$ cat config.mk
export PLATFORM = sky130hd
export DESIGN_NAME = sobel_frame_writer
export DESIGN_NICKNAME = d
export VERILOG_FILES = /design/src/rtl/sobel_pkg.sv /design/src/rtl/sobel_border_addr.sv /design/src/rtl/sobel_frame_writer.sv
export SDC_FILE = /design/constraint.sdc
export NUM_CORES = 1
export LEC_CHECK = 0
export CORE_MARGIN = 4
export CORE_UTILIZATION = 50
export CTS_CLUSTER_DIAMETER = 30
export DETAILED_ROUTE_END_ITERATION = 8
export PLACE_DENSITY = 0.72
export REMOVE_ABC_BUFFERS = 1
export SYNTH_ARGS = -nofsm -noshare
export SYNTH_HDL_FRONTEND = slang
export SYNTH_SLANG_ARGS = --single-unit
$ cat constraint.sdc
create_clock -name clk -period 2.7 [get_ports clk]
set_clock_uncertainty 0.1 [all_clocks]
set_input_delay 0.54 -clock clk [delete_from_list [all_inputs] [get_ports clk]]
set_output_delay 0.54 -clock clk [all_outputs]
set_load 0.02 [all_outputs]
$ cat src/rtl/sobel_pkg.sv
// Shared constants and encodings for the Sobel frame writer and its border sequencer.
package sobel_pkg;

  localparam int N_DEFAULT  = 64;
  localparam int AW_DEFAULT = 12;
  localparam int MW_DEFAULT = 11;
  localparam int PIX_W      = 8;
  localparam int SAT_MAX    = 255;

  typedef enum logic [1:0] {
    IDLE   = 2'd0,
    STREAM = 2'd1,
    BORDER = 2'd2,
    FINISH = 2'd3
  } state_t;

  // Border walk: top row, bottom row, then left/right pairs for each inner row.
  typedef enum logic [1:0] {
    PH_TOP   = 2'd0,
    PH_BOT   = 2'd1,
    PH_LEFT  = 2'd2,
    PH_RIGHT = 2'd3
  } brd_phase_t;

endpackage

$ cat src/rtl/sobel_border_addr.sv
// Border address sequencer: walks the 4N-4 frame-edge addresses with adders only.
module sobel_border_addr
  import sobel_pkg::*;
#(
  parameter int N  = N_DEFAULT,
  parameter int AW = AW_DEFAULT
) (
  input  logic          clk,
  input  logic          rst,
  input  logic          start,
  input  logic          step,
  output logic [AW-1:0] addr,
  output logic          last
);

  localparam logic [AW-1:0] TOP_END   = AW'(N - 1);
  localparam logic [AW-1:0] BOT_BASE  = AW'(N * (N - 1));
  localparam logic [AW-1:0] BOT_END   = AW'(N * N - 1);
  localparam logic [AW-1:0] SIDE_BASE = AW'(N);
  localparam logic [AW-1:0] ROW_SPAN  = AW'(N - 1);
  localparam logic [AW-1:0] LAST_ADDR = AW'(N * N - N - 1);
  localparam logic [AW-1:0] ONE       = AW'(1);

  brd_phase_t    phase_q;
  logic [AW-1:0] addr_q;

  always_ff @(posedge clk) begin
    if (rst || start) begin
      phase_q <= PH_TOP;
      addr_q  <= '0;
    end else if (step) begin
      unique case (phase_q)
        PH_TOP: begin
          if (addr_q == TOP_END) begin
            phase_q <= PH_BOT;
            addr_q  <= BOT_BASE;
          end else begin
            addr_q  <= addr_q + ONE;
          end
        end
        PH_BOT: begin
          if (addr_q == BOT_END) begin
            phase_q <= PH_LEFT;
            addr_q  <= SIDE_BASE;
          end else begin
            addr_q  <= addr_q + ONE;
          end
        end
        // Left edge i*N jumps to right edge i*N+N-1; right edge +1 lands on the next row's left edge.
        PH_LEFT: begin
          phase_q <= PH_RIGHT;
          addr_q  <= addr_q + ROW_SPAN;
        end
        PH_RIGHT: begin
          phase_q <= PH_LEFT;
          addr_q  <= addr_q + ONE;
        end
        default: begin
          phase_q <= PH_TOP;
          addr_q  <= '0;
        end
      endcase
    end
  end

  assign addr = addr_q;
  assign last = (phase_q == PH_RIGHT) && (addr_q == LAST_ADDR);

endmodule

$ cat src/rtl/sobel_frame_writer.sv
// Writes saturated Sobel magnitudes for interior pixels in raster order, then zero-fills
// the border and pulses done.
module sobel_frame_writer
  import sobel_pkg::*;
#(
  parameter int N  = N_DEFAULT,
  parameter int AW = AW_DEFAULT,
  parameter int MW = MW_DEFAULT
) (
  input  logic             clk,
  input  logic             rst,
  input  logic             start,
  input  logic             in_valid,
  input  logic [MW-1:0]    in_data,
  output logic             in_ready,
  output logic             wr_en,
  output logic [AW-1:0]    wr_addr,
  output logic [PIX_W-1:0] wr_data,
  output logic             busy,
  output logic             done
);

  localparam logic [AW-1:0] N_A     = AW'(N);
  localparam logic [AW-1:0] IDX_MIN = AW'(1);
  localparam logic [AW-1:0] IDX_MAX = AW'(N - 2);

  function automatic logic [PIX_W-1:0] sat_pix(input logic [MW-1:0] v);
    if (v > MW'(SAT_MAX)) return PIX_W'(SAT_MAX);
    return v[PIX_W-1:0];
  endfunction

  state_t           state_q, state_d;
  logic [AW-1:0]    row_q, col_q;
  logic [AW-1:0]    int_addr;
  logic             xfer, last_int;
  logic             brd_start, brd_step, brd_last, brd_drain_q;
  logic [AW-1:0]    brd_addr;
  logic             wr_en_p1;
  logic [AW-1:0]    wr_addr_p1;
  logic [PIX_W-1:0] wr_data_p1;

  assign in_ready = (state_q == STREAM);
  assign xfer     = in_valid && in_ready;
  assign last_int = (row_q == IDX_MAX) && (col_q == IDX_MAX);
  assign int_addr = row_q * N_A + col_q;

  sobel_border_addr #(
    .N  (N),
    .AW (AW)
  ) u_border (
    .clk   (clk),
    .rst   (rst),
    .start (brd_start),
    .step  (brd_step),
    .addr  (brd_addr),
    .last  (brd_last)
  );

  always_ff @(posedge clk) begin
    if (rst) state_q <= IDLE;
    else     state_q <= state_d;
  end

  always_comb begin
    state_d   = state_q;
    busy      = 1'b0;
    done      = 1'b0;
    brd_start = 1'b0;
    brd_step  = 1'b0;
    unique case (state_q)
      IDLE: begin
        if (start) begin
          state_d   = STREAM;
          brd_start = 1'b1;
        end
      end
      STREAM: begin
        busy = 1'b1;
        if (xfer && last_int) state_d = BORDER;
      end
      // The drain cycle lets the final border write reach the output before done.
      BORDER: begin
        busy = 1'b1;
        if (brd_drain_q) state_d = FINISH;
        else             brd_step = 1'b1;
      end
      FINISH: begin
        done    = 1'b1;
        state_d = IDLE;
      end
      default: state_d = IDLE;
    endcase
  end

  // p1: registered write port, one cycle after acceptance or border step
  always_ff @(posedge clk) begin
    if (rst) begin
      row_q       <= '0;
      col_q       <= '0;
      brd_drain_q <= 1'b0;
      wr_en_p1    <= 1'b0;
      wr_addr_p1  <= '0;
      wr_data_p1  <= '0;
    end else begin
      wr_en_p1 <= 1'b0;
      if (state_q == IDLE && start) begin
        row_q       <= IDX_MIN;
        col_q       <= IDX_MIN;
        brd_drain_q <= 1'b0;
      end
      if (xfer) begin
        wr_en_p1   <= 1'b1;
        wr_addr_p1 <= int_addr;
        wr_data_p1 <= sat_pix(in_data);
        if (col_q == IDX_MAX) begin
          col_q <= IDX_MIN;
          row_q <= row_q + IDX_MIN;
        end else begin
          col_q <= col_q + IDX_MIN;
        end
      end
      if (brd_step) begin
        wr_en_p1   <= 1'b1;
        wr_addr_p1 <= brd_addr;
        wr_data_p1 <= '0;
        if (brd_last) brd_drain_q <= 1'b1;
      end
    end
  end

  assign wr_en   = wr_en_p1;
  assign wr_addr = wr_addr_p1;
  assign wr_data = wr_data_p1;

endmodule

==> impl_results.md <==
- Outcome: complete, no violations
- Routed WL: 9.26 mm
- Synth cell types: 61
- Post-layout min period: approximately 2.4 ns
- XOR/XNOR Fraction of Synth Area: 2.42%
- Crit end category: register
- Num rows: 30
- Cell depth of the worst flop-to-flop path: 7
- Post-synthesis average cell area: ~7.8 um2
- Final hold vios: 0
- Placed Area: 0.00408 mm2
- Chip height: between 90 and 100 um
- Top_reg_cell synth: dfxtp_1
- Grt ovf: 0
- Die width: approximately 93 um
- Mux cell area share after synthesis: 0.277%
- Final HPWL DP: approximately 6.5 mm
- Routability cong.: a little under 0.9
- Period Utilization, post-route: 89.3%
- Hold/Removal Path Class: reg2reg
- DRC: 0
- Slew Viols, Final: 0
- Max incr delay on CP: between 0.5 and 0.6 ns
- Post-Synth Simple-Gate Area: around a quarter
- CTS H-tree depth: 3
- Core area: 0.00691 mm2
- Total GRT Usage: 22.1%
- Max-cap viol count: 0
- Adder-cell share of the synthesized area: between 6 and 7%
- Clock tree buffer depth: 2
- Power Density: 776 mW/mm2
- Die area: 0.00865 mm2
- FF-to-FF setup slack: 0.29 ns
- Critical path origin: col_q[1]$_SDFFE_PP0P_
- Worst skew pair latency: 0.35 ns
- Worst setup SP type: register
- Drt first pass iters: 7
- Synth Area in Compound Gates: 25.7%
- Critical Path Stages: 7
- Hold-fix buffers, CTS: 0
- Number of DRC markers in iteration 0: ~220
- Layout cells sized above 1: 9.33%
- Initial Utilization: between 50% and 60%
- First-pass GRT wire length: 15.6 mm
- Post-synth EDFFs: 0
- Via/cell ratio: about 5.9
- Critical path buffer and inverter count: 0
- Area delta synth->final: 18.8%
- Root buf cell: clkbuf_8
- Kind of cell adding the most delay to the critical path: simple AND/OR/NAND/NOR gates
- PortBufs: 38
- Nets: 520
- Rel. slew slack: between 40% and 50%
- CP Capture Point: state_q[1]$_SDFFE_PP0P_
- Synth warnings: 0
- Most frequent cells in the layout: dfxtp_1, nand2_1, nor2_1
- Sequential area share after synthesis: 34.3%
- VDD IR-drop max: 397 uV
- N_diodes: 0
- Largest net degree at the start of global routing: 34
- Initial antenna violation count: 0
- Num ports: 39
- Crit path max fanout: 6
- RR Endpoint: state_q[1]$_SDFFE_PP0P_
- R2R Path Start: col_q[1]$_SDFFE_PP0P_
- Worst hold slack: 0.378 ns
- Slew @ Worst Pin: 0.830 ns
- Required time worst endpoint: about 2.8 ns
- Vias in the first global route: ~3.2k
- Seq cells post-synth: 62
- Worst setup path category: reg2reg
- CTS Buf Count: 9
- Clock sinks: 62
- Async set-or-reset flop fraction in the synthesized netlist: 0%
- RSZ-0062 raised after global routing: no
- Clock transition at path regs: 0.07 ns
- Design area: 0.00429 mm2
- Syn Inst Count: 463
- Largest family of logic cells by synthesized area: simple AND/OR/NAND/NOR gates
- CTS tree: built
- Crit path cell chain: ha_1 -> or4b_4 -> or4_4 -> nor2_2 -> o2bb2ai_2 -> mux2i_1 -> nor2_1
- Setup bufs post-CTS: 0
- Critical Path AT: 2.54 ns
- PostCTS Resize Cnt: 0
- Static leakage: about 1.5 nW
- Filler cells: 641
- Post-Syn Area: 0.00361 mm2
- Slowest cell on crit path: or4_4
- Achievable frequency: 415 MHz
- Commonest non-fill, non-tap cell in the layout: dfxtp_1
- Detailed-route via count: 3490
- Final setup fails: 0
- Antenna-violating nets left: 0
- Post-DR wirelength/cell: approximately 16 um
## area by class of cell
class	instances	area [um2]	area share (%)
Clock inverter	4	70.1	1.63
Sequential cell	62	1240	28.9
Inverter	12	45.0	1.05
Timing Repair Buffer	48	480	11.2
Clock buffer	12	145	3.38
Tap cell	96	120	2.80
Multi-Input combinational cell	355	2190	51.0
## through the flow
step / worst slack (ns) / setup TNS (ns) / std cells / utilization [%] / total power [mW]
after floorplan: -0.207 / -2.00 / 429 / - / 1.90
after global placement: 0.199 / 0 / 573 / 59.0 / 2.40
after detailed placement: 0.152 / 0 / 573 / 59.0 / 2.42
after CTS: 0.203 / 0 / 589 / 62.1 / 3.34
after global routing: 0.0993 / 0 / 589 / 62.2 / 3.53
final: 0.288 / 0 / 589 / 62.2 / 3.33
## state kept, by name, indices dropped and copies added, names as in the netlist
name / cells
u_border.addr: 12
wr_en: 1
state_q: 2
wr_data: 8
col_q: 12
brd_drain_q: 1
row_q: 12
wr_addr: 12
u_border.phase_q: 2
## worst reg2reg max path, stage by stage, from the launching register on
cell	delay (ns)
dfxtp_1	0.43
ha_1	0.19
or4b_4	0.48
or4_4	0.53
nor2_2	0.14
o2bb2ai_2	0.16
mux2i_1	0.21
nor2_1	0.05
## layer usage
| metal | vias to the layer above | track usage [%] | wire (um) |
|---|---|---|---|
| met5 | - | 0 | 0 |
| met4 | 0 | 9.04 | 141 |
| met3 | 15 | 3.54 | 624 |
| met2 | 131 | 33.1 | 4110 |
| met1 | 1599 | 31.7 | 4380 |
| li1 | 1745 | - | - |
## how the worst min path moves through the flow
stage                                       from                     end  slack [ns]  depth (start not counted)
after detailed placement  brd_drain_q$_SDFF_PP0_  brd_drain_q$_SDFF_PP0_        0.37                          2
final                       row_q[11]$_SDFF_PP0_    row_q[11]$_SDFF_PP0_        0.38                          1
after global routing        row_q[11]$_SDFF_PP0_    row_q[11]$_SDFF_PP0_        0.40                          1
after global placement      row_q[11]$_SDFF_PP0_    row_q[11]$_SDFF_PP0_        0.36                          1
after floorplan             row_q[11]$_SDFF_PP0_    row_q[11]$_SDFF_PP0_        0.32                          1
after CTS                 brd_drain_q$_SDFF_PP0_  brd_drain_q$_SDFF_PP0_        0.38                          2
## kinds of logic after synthesis
group | after synthesis
compound gates | 132
xor+xnor | 10
fa+ha+maj | 17
buf+inv | 46
flops | 62
mux | 1
simple gates | 195
## cells in the mapped netlist, types with 3 or more instances
library cell | n | area [um2]
nor2_1 | 53 | 199
clkbuf_1 | 27 | 101
buf_2 | 4 | 20.0
inv_1 | 12 | 45.0
a31oi_1 | 5 | 31.3
nand2_1 | 58 | 218
ha_1 | 16 | 200
a211oi_1 | 5 | 37.5
a21oi_1 | 40 | 200
o22ai_1 | 3 | 18.8
nand3b_1 | 4 | 30.0
xnor2_1 | 9 | 78.8
nor3_1 | 10 | 50.1
o21ai_0 | 24 | 120
o221a_2 | 9 | 101
dfxtp_1 | 62 | 1240
nor4_1 | 8 | 50.1
nand4_1 | 9 | 56.3
or4_1 | 3 | 22.5
and3_1 | 8 | 50.1
and2_1 | 3 | 18.8
a211oi_2 | 4 | 50.1
a21o_1 | 3 | 22.5
nand3_1 | 20 | 100
a311oi_1 | 14 | 123
nand2b_1 | 5 | 31.3
a41oi_1 | 3 | 26.3
## where the power goes
| group | leakage, nW | internal, mW | total, mW | switching (mW) |
|---|---|---|---|---|
| clock | 0.110 | 0.543 | 0.920 | 0.377 |
| combinational | 0.913 | 0.509 | 1.24 | 0.729 |
| sequential | 0.502 | 1.05 | 1.18 | 0.124 |
| total | 1.53 | 2.10 | 3.33 | 1.23 |
No activity file was read; power rests on OpenSTA's default activity.
